[src/rtl/fir_pkg.sv]
// Shared defaults and sample type for the decimating FIR output stage.
package fir_pkg;
    localparam int unsigned DEF_WIDTH = 24;
    localparam int unsigned DEF_DECIM = 4;
    localparam int unsigned DEF_DEPTH = 8;

    typedef logic signed [DEF_WIDTH-1:0] sample_t;
endpackage

[src/rtl/sample_fifo.sv]
// First-word-fall-through sample FIFO with occupancy count and sticky drop flag.
module sample_fifo #(
    parameter int unsigned WIDTH = 24,
    parameter int unsigned DEPTH = 8
) (
    input  logic                      clk,
    input  logic                      rst,
    input  logic                      push,
    input  logic signed [WIDTH-1:0]   wr_data,
    input  logic                      pop_req,
    output logic signed [WIDTH-1:0]   rd_data,
    output logic                      valid,
    output logic [$clog2(DEPTH):0]    level,
    output logic                      overflow
);
    localparam int unsigned AW = $clog2(DEPTH);
    localparam int unsigned LW = AW + 1;

    logic [AW-1:0]           wr_ptr;
    logic [AW-1:0]           rd_ptr;
    logic signed [WIDTH-1:0] mem [DEPTH];
    logic                    pop_c;
    logic                    full_c;
    logic                    wr_c;
    logic                    drop_c;

    // A push into a full FIFO is only accepted when a pop frees the slot in the same cycle.
    assign pop_c  = pop_req && (level != '0);
    assign full_c = (level == LW'(DEPTH));
    assign wr_c   = push && (!full_c || pop_c);
    assign drop_c = push && full_c && !pop_c;

    always_ff @(posedge clk) begin
        if (rst) begin
            wr_ptr   <= '0;
            rd_ptr   <= '0;
            level    <= '0;
            overflow <= 1'b0;
        end else begin
            if (wr_c)
                wr_ptr <= wr_ptr + AW'(1);
            if (pop_c)
                rd_ptr <= rd_ptr + AW'(1);
            case ({wr_c, pop_c})
                2'b10:   level <= level + LW'(1);
                2'b01:   level <= level - LW'(1);
                default: level <= level;
            endcase
            if (drop_c)
                overflow <= 1'b1;
        end
    end

    always_ff @(posedge clk) begin
        if (!rst && wr_c)
            mem[wr_ptr] <= wr_data;
    end

    assign valid   = (level != '0);
    assign rd_data = valid ? mem[rd_ptr] : '0;
endmodule

[src/rtl/fir_decim_fifo.sv]
// Decimates the FIR sample stream by DECIM and queues results in a FWFT FIFO.
// Define FIR_DECIM_AVG_EN to output the floor-average of each group instead of its last sample.
module fir_decim_fifo
    import fir_pkg::*;
#(
    parameter int unsigned WIDTH = DEF_WIDTH,
    parameter int unsigned DECIM = DEF_DECIM,
    parameter int unsigned DEPTH = DEF_DEPTH
) (
    input  logic                      clk,
    input  logic                      rst,
    input  logic signed [WIDTH-1:0]   in_sig,
    input  logic                      in_ready,
    output logic signed [WIDTH-1:0]   out_sig,
    output logic                      out_valid,
    input  logic                      out_ack,
    output logic [$clog2(DEPTH):0]    level,
    output logic                      overflow
);
    localparam int unsigned PW = $clog2(DECIM);

    logic [PW-1:0]           phase;
    logic                    push_c;
    logic signed [WIDTH-1:0] sample_c;

    always_ff @(posedge clk) begin
        if (rst)
            phase <= '0;
        else if (in_ready)
            phase <= (phase == PW'(DECIM - 1)) ? '0 : phase + PW'(1);
    end

    assign push_c = in_ready && (phase == PW'(DECIM - 1));

`ifdef FIR_DECIM_AVG_EN
    localparam int unsigned AW = WIDTH + PW;

    logic signed [AW-1:0] acc;
    logic signed [AW-1:0] acc_next_c;

    // Phase 0 restarts the sum so the closing sample sees the full group in acc_next_c.
    always_comb begin
        acc_next_c = AW'(in_sig);
        if (phase != '0)
            acc_next_c = acc + AW'(in_sig);
    end

    always_ff @(posedge clk) begin
        if (rst)
            acc <= '0;
        else if (in_ready)
            acc <= acc_next_c;
    end

    assign sample_c = WIDTH'(acc_next_c >>> PW);
`else
    assign sample_c = in_sig;
`endif

    sample_fifo #(
        .WIDTH (WIDTH),
        .DEPTH (DEPTH)
    ) u_fifo (
        .clk      (clk),
        .rst      (rst),
        .push     (push_c),
        .wr_data  (sample_c),
        .pop_req  (out_ack),
        .rd_data  (out_sig),
        .valid    (out_valid),
        .level    (level),
        .overflow (overflow)
    );
endmodule

[config.mk]
export PLATFORM = sky130hd
export DESIGN_NAME = fir_decim_fifo
export DESIGN_NICKNAME = d
export VERILOG_FILES = /design/src/rtl/fir_pkg.sv /design/src/rtl/sample_fifo.sv /design/src/rtl/fir_decim_fifo.sv
export SDC_FILE = /design/constraint.sdc
export NUM_CORES = 1
export LEC_CHECK = 0
export CAP_MARGIN = 20
export CORE_ASPECT_RATIO = 1.5
export CORE_MARGIN = 10
export CORE_UTILIZATION = 30
export DETAILED_ROUTE_END_ITERATION = 7
export GPL_ROUTABILITY_DRIVEN = 0
export SYNTH_ARGS = -nofsm -noshare
export SYNTH_HDL_FRONTEND = slang
export SYNTH_SLANG_ARGS = --single-unit
export TNS_END_PERCENT = 30
[constraint.sdc]
create_clock -name clk -period 4.1 [get_ports clk]
set_input_delay 0.41 -clock clk [delete_from_list [all_inputs] [get_ports clk]]
set_output_delay 0.41 -clock clk [all_outputs]
set_load 0.1 [all_outputs]
==> reports/metrics.cfg <==
[clock_network]
cts_buffer_depth = 3
clk_latency_ns = 0.49
htree_num_levels = 1
clock-sinks = 208
hold_buffers = 0
cts_setup_buffers = 0
cts_buffers = 19
ctsResizeCount = 0
clk_pin_slew_ns = 0.06
clock-root-buffer = clkbuf_16
cts_tree = built

[grt]
grt_usage_pct = 9.56
overflow = 0
grt_start_max_net_pins = 42
grt_pass1_vias = 4277
grt_first_pass_wirelength_mm = 25.9
antenna_found_initial = 2

[synthesis]
netlist_top_cells_area = edfxtp_1 (71%), mux4_2 (10%), dfxtp_1 (3.9%)
synth.largest_area_cell = edfxtp_1
synth_edf_count = 192
synthFlopType = edfxtp_1
syn_inst = 393
ys_warn_count = 0
ys_seq_elements = 208
syn_nets = 427
syn_avg_cell_area_sq_um = 20.8
netlist.area_leader.share_pct = 70.7
synth_cell_types = 36
yosysSeqAreaShare_pct = 74.6
syn_area_sq_um = 8160
synthArstFlopShare_pct = 0

[setup_path]
crit_arrival_ns = 2.73
criticalPathCategory = register to primary output
worst_setup_path_end_kind = primary output
critPathLaunchType = register
critPathMaxFanout = 41
cp_data_required_time_ns = 3.69
worst-r2r-cell-count = 9

[route]
routed_via_density = 4.74
drtIter0Drc = 254
ant_nets = 0
dr_total_vias = 3874
drt_pass1_iterations = 4
finalWirelength_mm = 16.8
wl_per_cell_um = 20.5
drc = 0

[sta]
clock_skew_ns = 0.0138
finalSetupTns_ns = 0
slew_headroom_pct = 33.9
grt_setup_unrepaired = no
final-setup-viol-count = 0
post-route-min-period_ns = 3.14
tightestPinTransition_ns = 0.989
hold_ws_ns = 0.499
final.period_utilization_pct = 76.6
hold_violations = 0
final_max_slew_viol_count = 0
fmax_mhz = 318

[min_path]
holdPathStages = 2
min_path_type = register to register

[die]
die_x_um = 155
row_count = 73
fp.dieH_um = 222
pin_count = 58
coreArea_sq_um = 26700
die_area_sq_um = 34300
start_util_pct = 30.6

[layout]
final_common_cell = edfxtp_1
area_growth_pct = 19.3
final_nets = 504
drive_above_1_share_pct = 25.4
layout_common_cells = edfxtp_1 (192), buf_4 (41), nor2_1 (40)
fill_cells = 2442
post-route-util_pct = 36.5
finish.instance_area_sq_um = 9740
multi_input_area_sq_um = 1980
seq_area_sq_um = 6090

[job]
cap_violations = 0

[power]
leakagePower_nw = 3.04
ir_drop_v = 0.000258
power_density_nw_per_um2 = 433

[place]
hpwlAfterDp_mm = 10.7
io_buffers = 57
placed_area_sq_um = 9150

[outcome]
outcome = completed

critical path, stage by stage, from the launching register on:
cell	delay [ns]
dfxtp_4	0.87
buf_4	0.35
mux4_2	0.54
mux2i_1	0.16
nor2_1	0.06
buf_4	0.26
registers in the layout, summed over array words and instances (netlist names), named ones only:
register	count
u_fifo.wr_ptr	3
u_fifo.mem	192
phase	2
u_fifo.level	4
u_fifo.overflow	1
u_fifo.rd_ptr	3
path summary, 6_finish.rpt:
check,start,endpoint,slack [ns]
hold reg to reg,phase[1],phase[1],0.50
setup reg to reg,u_fifo.level[0],u_fifo.level[2],1.37
setup / recovery,register,out_sig[18],0.96
hold / removal,phase[1],phase[1],0.50
metal layers:
layer,up-vias,share of wire [%],global-route usage (%)
met2,71,54,17.3
met5,-,0.10,0
met1,2025,39,10.8
met4,2,2.6,3.38
li1,1747,-,-
met3,29,4.0,1.82
layout make-up:
type,count,share of cell area (%)
well taps,337,4.33
diodes,1,0.0257
inverters,3,0.116
clock buffers,21,4.96
multi-input cells,164,20.4
clock inverters,10,1.08
repair buffers,74,6.55
flip-flops and latches,208,62.6
metrics by stage:
| step | total power, W | cells | setup slack [ns] |
|---|---|---|---|
| finish | 0.00421 | 818 | 0.960 |
| global route | 0.00435 | 817 | 0.710 |
| CTS | 0.00426 | 817 | 0.844 |
| detailed placement | 0.00256 | 786 | 1.14 |
| global placement | 0.00256 | 786 | 1.20 |
| floorplan | 0.00249 | 393 | 0.185 |
logic make-up (layout without fill, tap and decap cells):
group | Yosys count | in the layout | synth area share, %
other | 0 | 1 | 0
buffers and inverters | 21 | 108 | 1.61
AOI/OAI and AO/OA | 10 | 10 | 1.01
xor gates and xnor gates | 6 | 6 | 0.644
muxes | 78 | 78 | 17.4
DFF | 208 | 208 | 74.6
and+or+nand+nor | 64 | 64 | 3.82
adders and majority gates | 6 | 6 | 0.920
report_power, final:
group	switching, W	internal (W)	leakage, nW	total [W]
sequential	0.0000113	0.00232	1.86	0.00233
combinational	0.000121	0.0000649	0.898	0.000186
clock	0.000724	0.000974	0.282	0.00170
total	0.000856	0.00336	3.04	0.00421
synth_stat cells, types with 2 or more instances:
master	instances
a21oi_1	3
buf_12	2
buf_2	10
clkbuf_1	5
dfxtp_1	16
edfxtp_1	192
ha_1	6
inv_2	2
mux2i_1	29
mux4_1	10
mux4_2	38
nand2_1	5
nand3_1	2
nand3b_1	2
nor2_1	43
nor3_1	3
o21ai_0	2
xnor2_1	2
xor2_1	4
Power figures use the tool's default switching activity.
